--- config.mk ---
export PLATFORM = sky130hd
export DESIGN_NAME = clk_div
export DESIGN_NICKNAME = d
export VERILOG_FILES = /design/src/rtl/clk_div.sv
export SDC_FILE = /design/constraint.sdc
export NUM_CORES = 1
export LEC_CHECK = 0
export ABC_AREA = 1
export CORE_AREA = 5 5 42 44
export CTS_BUF_LIST = sky130_fd_sc_hd__clkbuf_16
export DETAILED_ROUTE_END_ITERATION = 6
export DIE_AREA = 0 0 47 49
export MAX_ROUTING_LAYER = met4
export PLACE_DENSITY = 0.64
export SETUP_SLACK_MARGIN = 0.02
export SLEW_MARGIN = 20
export SYNTH_ARGS = -nofsm -noshare
export SYNTH_HDL_FRONTEND = slang
export SYNTH_SLANG_ARGS = --single-unit
--- constraint.sdc ---
create_clock -name i_ref_clk -period 2.3 [get_ports i_ref_clk]
set_input_delay 0.46 -clock i_ref_clk [delete_from_list [all_inputs] [get_ports i_ref_clk]]
set_output_delay 0.46 -clock i_ref_clk [all_outputs]
set_load 0.03 [all_outputs]
--- src/rtl/clk_div.sv ---
// rtl/clk_div.sv - integer clock divider with combinational bypass
// Low phase lasts N>>1 reference cycles and high phase the remainder, so odd ratios run high-heavy.
module clk_div #(
    parameter int DIVIDED_RATIO_WIDTH = 4
) (
    input  logic                           i_ref_clk,
    input  logic                           i_rst_n,
    input  logic                           i_clk_en,
    input  logic [DIVIDED_RATIO_WIDTH-1:0] i_div_ratio,
    output logic                           o_div_clk
);

    localparam int W = DIVIDED_RATIO_WIDTH;

    logic [W-1:0] r_cnt;
    logic         r_div;
    logic         w_active;
    logic [W-1:0] w_half;
    logic [W-1:0] w_len;
    logic [W:0]   w_cnt_inc;

    assign w_active  = i_clk_en && (i_div_ratio >= W'(2));
    assign w_half    = i_div_ratio >> 1;
    assign w_len     = r_div ? (i_div_ratio - w_half) : w_half;
    // One extra bit so the increment cannot wrap at the maximum ratio.
    assign w_cnt_inc = {1'b0, r_cnt} + (W+1)'(1);

    always_ff @(posedge i_ref_clk) begin
        if (!i_rst_n || !w_active) begin
            r_cnt <= '0;
            r_div <= 1'b0;
        end else if (w_cnt_inc >= {1'b0, w_len}) begin
            // >= rather than == lets a shrunken ratio wrap immediately.
            r_cnt <= '0;
            r_div <= ~r_div;
        end else begin
            r_cnt <= w_cnt_inc[W-1:0];
        end
    end

    assign o_div_clk = w_active ? r_div : i_ref_clk;

endmodule

* Yosys cells after proc, flatten, opt, wreduce, memory -nomap -nowiden
Index checks and enable logic that the tools add are counted.
** Word-level totals
- Bits in registers :: 5
- Word-level logic and storage cells :: 14
- Input port bits :: 7
** Operators by class
- Muxes and demuxes :: 2
- Bitwise logic cells :: 1
- Add/subtract/negate cells :: 2
- Reduce and logical (&&, ||, !) cells :: 5
- Magnitude comparators :: 2
** Operators by type and width (number)
- $add 4x1->5 const B :: 1
- $ge 5x4->1 :: 1
- $ge 4x2->1 const B :: 1
- $mux 4 :: 1
- $sub 4x3->4 :: 1
- $logic_not 1->1 :: 2
- $reduce_or 2->1 :: 1
- $logic_and 1x1->1 :: 1
- $logic_or 1x1->1 :: 1
- $mux 1 :: 1
- $not 1->1 :: 1

* Longest topological paths before layout
- Depth in word-level cells :: 5
- Depth in mapped cells :: 16
- Gate-level depth less buffers :: 16

==> flow_metrics.tcl <==
set metrics [dict create \
    p_leak_nw 0.446 \
    cpPeakStageDelay_ns 0.18 \
    clkTransAtPathRegs_ns 0.04 \
    io_buffers 7 \
    drv_cap 0 \
    fin_setup_tns_ns 0 \
    ys_types 18 \
    crit_start "i_ref_clk" \
    place_ws_ns -0.477 \
    insertion_delay_ns 0.34 \
    hold_path_class "flip-flop to flip-flop" \
    overflow 0 \
    muxShareOfSynthArea_pct 0 \
    endpoint "o_div_clk" \
    crit_chain "clkbuf_16 > clkbuf_16 > nand2_1 > o21ai_0 > buf_2" \
    cts_hold_buf 0 \
    start_util_pct 36.9 \
    slew_viol_final 0 \
    r2r_slack_ns 0.59 \
    synth_edf_count 0 \
    syn_area_sq_um 517 \
    synthToLayoutAreaGrowth_pct 64.6 \
    cts_tree "yes" \
    hold_violations 0 \
    diodes 0 \
    antenna_found_initial 0 \
    tightest_slew_ns 0.259 \
    async_flop_share_pct 0 \
    crit_top_cell "clkbuf_16" \
    first_pass_iters 3 \
    core_region_area_sq_mm 0.00140 \
    r2r_cells 12 \
    cp.required_ns 1.84 \
    cp_num_buf_inv 3 \
    relSlewSlack_pct 82.7 \
    path_max_fanout 2 \
    synth_fa_ha_area_share_pct 28.1 \
    synth_top_family_by_area "adder cells" \
    nets 112 \
    final_common_cell "nand2_1" \
    final_cell_mix "nand2_1, inv_1, ha_1" \
    yosys.area_share.simple_pct 25.4 \
    regArea_sq_um 100 \
    setup_viol 0 \
    dieArea_sq_mm 0.00230 \
    ir_drop_uv 544 \
    grt_max_degree 8 \
    fillCellCount 121 \
    io_pins 8 \
    p_per_area_mw_per_mm2 916 \
    p_int_mw 0.598 \
    yosys_most_used_dff "dfxtp_1" \
    arrival_ns 1.70 \
    crit_type "clock port to primary output" \
    synthCells 71 \
    worst_setup_path_end_kind "primary output" \
    p_sw_share_pct 23.3 \
    worst_slack_ns 0.142 \
    synth_xor_area_share_pct 6.54 \
    crit_family "buffers and inverters" \
    pwr-share-clk_pct 74.7 \
    ys_warn_count 0 \
    grt_pass1_wl_um 2060 \
    fp.dieW_um 47 \
    synth_fp_nets 89 \
    dpl.hpwl_um 791 \
    antenna_left 0 \
    avgSynthCellArea_sq_um 7.28 \
    place_congestion 0.716 \
    grt_setup_unrepaired "yes" \
    wire_per_inst_um 11.2 \
    vias_per_cell 4.65 \
    ys_seq_elements 5 \
    sequentialPowerShare_pct 12.2 \
    drtIter0Drc 3 \
    yosysSeqAreaShare_pct 19.4 \
    synth_compound_area_share_pct 9.69 \
    r2r-start "r_cnt[0]" \
    power_frac_comb_pct 13.1 \
    grt_pass1_vias 530 \
    switchingPower_mw 0.182 \
    drive_gt1_share_pct 33.3 \
    status "complete, no violations" \
    slowest_stage "buf_2" \
    track_usage_pct 14.0 \
    critical_path_depth 5 \
    finClkSkew_ns 0.00384 \
    drt-total-wl_um 1220 \
    reg2reg_to "r_div" \
    dieHeight_um 49 \
    drc 0 \
    crit_path_start_kind "clock port" \
    vias 507 \
    multiInputGateArea_sq_um 392 \
    row_count 14 \
]
## worst min-delay path by stage
stage	startpoint	to	slack, ns	cells after the start
after floorplan	r_cnt[0]	r_cnt[0]	0.44	1
after global placement	r_cnt[0]	r_cnt[0]	0.47	1
after detailed placement	r_cnt[0]	r_cnt[0]	0.48	1
after CTS	r_cnt[0]	r_cnt[0]	0.51	1
after global routing	r_cnt[0]	r_cnt[0]	0.53	1
final	r_cnt[0]	r_cnt[0]	0.50	1
## sequential cells by signal (all words and copies together) (netlist names)
signal,count
r_div,1
r_cnt,4
## routing by layer
layer / track usage, % / routed length (um) / part of all wire (%)
met1: 11.2 / 446 / 37
met4: 13.4 / 46 / 3.8
met5: - / 0 / 0
met2: 21.3 / 658 / 54
met3: 7.38 / 64 / 5.3
## cell usage after synthesis, types with 2 or more instances
cell type,number,area (sq um)
dfxtp_1,5,100
ha_1,10,125
inv_1,14,52.6
nand2_1,15,56.3
nand2_2,2,12.5
nand3_1,2,10.0
nand3_2,2,20.0
nor2_1,7,26.3
o21ai_0,4,20.0
xor2_1,2,17.5
## timing repair
| item | in CTS | in global routing |
|---|---|---|
| buffers inserted | 1 | 0 |
| pin swaps | 4 | 3 |
| setup endpoints to repair | 8 | 8 |
| resized for setup | 12 | 8 |
## cells by family after synthesis
family | after synthesis
AO/OA/AOI/OAI | 8
buffers and inverters | 15
AND/OR/NAND/NOR | 29
adder cells (fa/ha/maj) | 11
XOR/XNOR | 3
flip-flops | 5
## metrics by stage
step           util, %  hold WS, ns  cell area [sq um]  total power [mW]  std cells
2_1_floorplan        -        0.444                517             0.185         71
3_3_place_gp      47.1        0.472                659             0.235        101
3_5_place_dp      47.1        0.480                659             0.238        101
4_1_cts           59.6        0.510                835             0.787        109
5_1_grt           60.7        0.532                851             0.812        109
6_report          60.7        0.502                851             0.780        109
## power by group through the flow
stage	sequential [mW]	clock (mW)	combinational, mW
floorplan	0.0954	0.0307	0.0586
global placement	0.0963	0.0499	0.0889
detailed placement	0.0965	0.0499	0.0920
CTS	0.0955	0.594	0.0977
global route	0.0959	0.600	0.116
finish	0.0954	0.582	0.102
## layout make-up
type	instances	share of cell area, %
clock buffers	7	18.2
clock inverters	1	0.441
inverters	15	6.62
multi-input cells	51	46.0
flip-flops and latches	5	11.8
well taps	16	2.35
repair buffers	14	14.6
## worst register-to-register path, cell delays in order, from the launching register on
cell and delay, ns:
dfxtp_1 0.40, ha_1 0.22, xor2_1 0.21, ha_1 0.28, nand2_1 0.07, inv_1 0.03, nand2_1 0.04, nand2_1 0.06
nand2_2 0.09, nand2_1 0.05, nand2_1 0.07, nand2_1 0.05, nor2_1 0.07
Note: power is estimated with default switching activity, not from simulation.
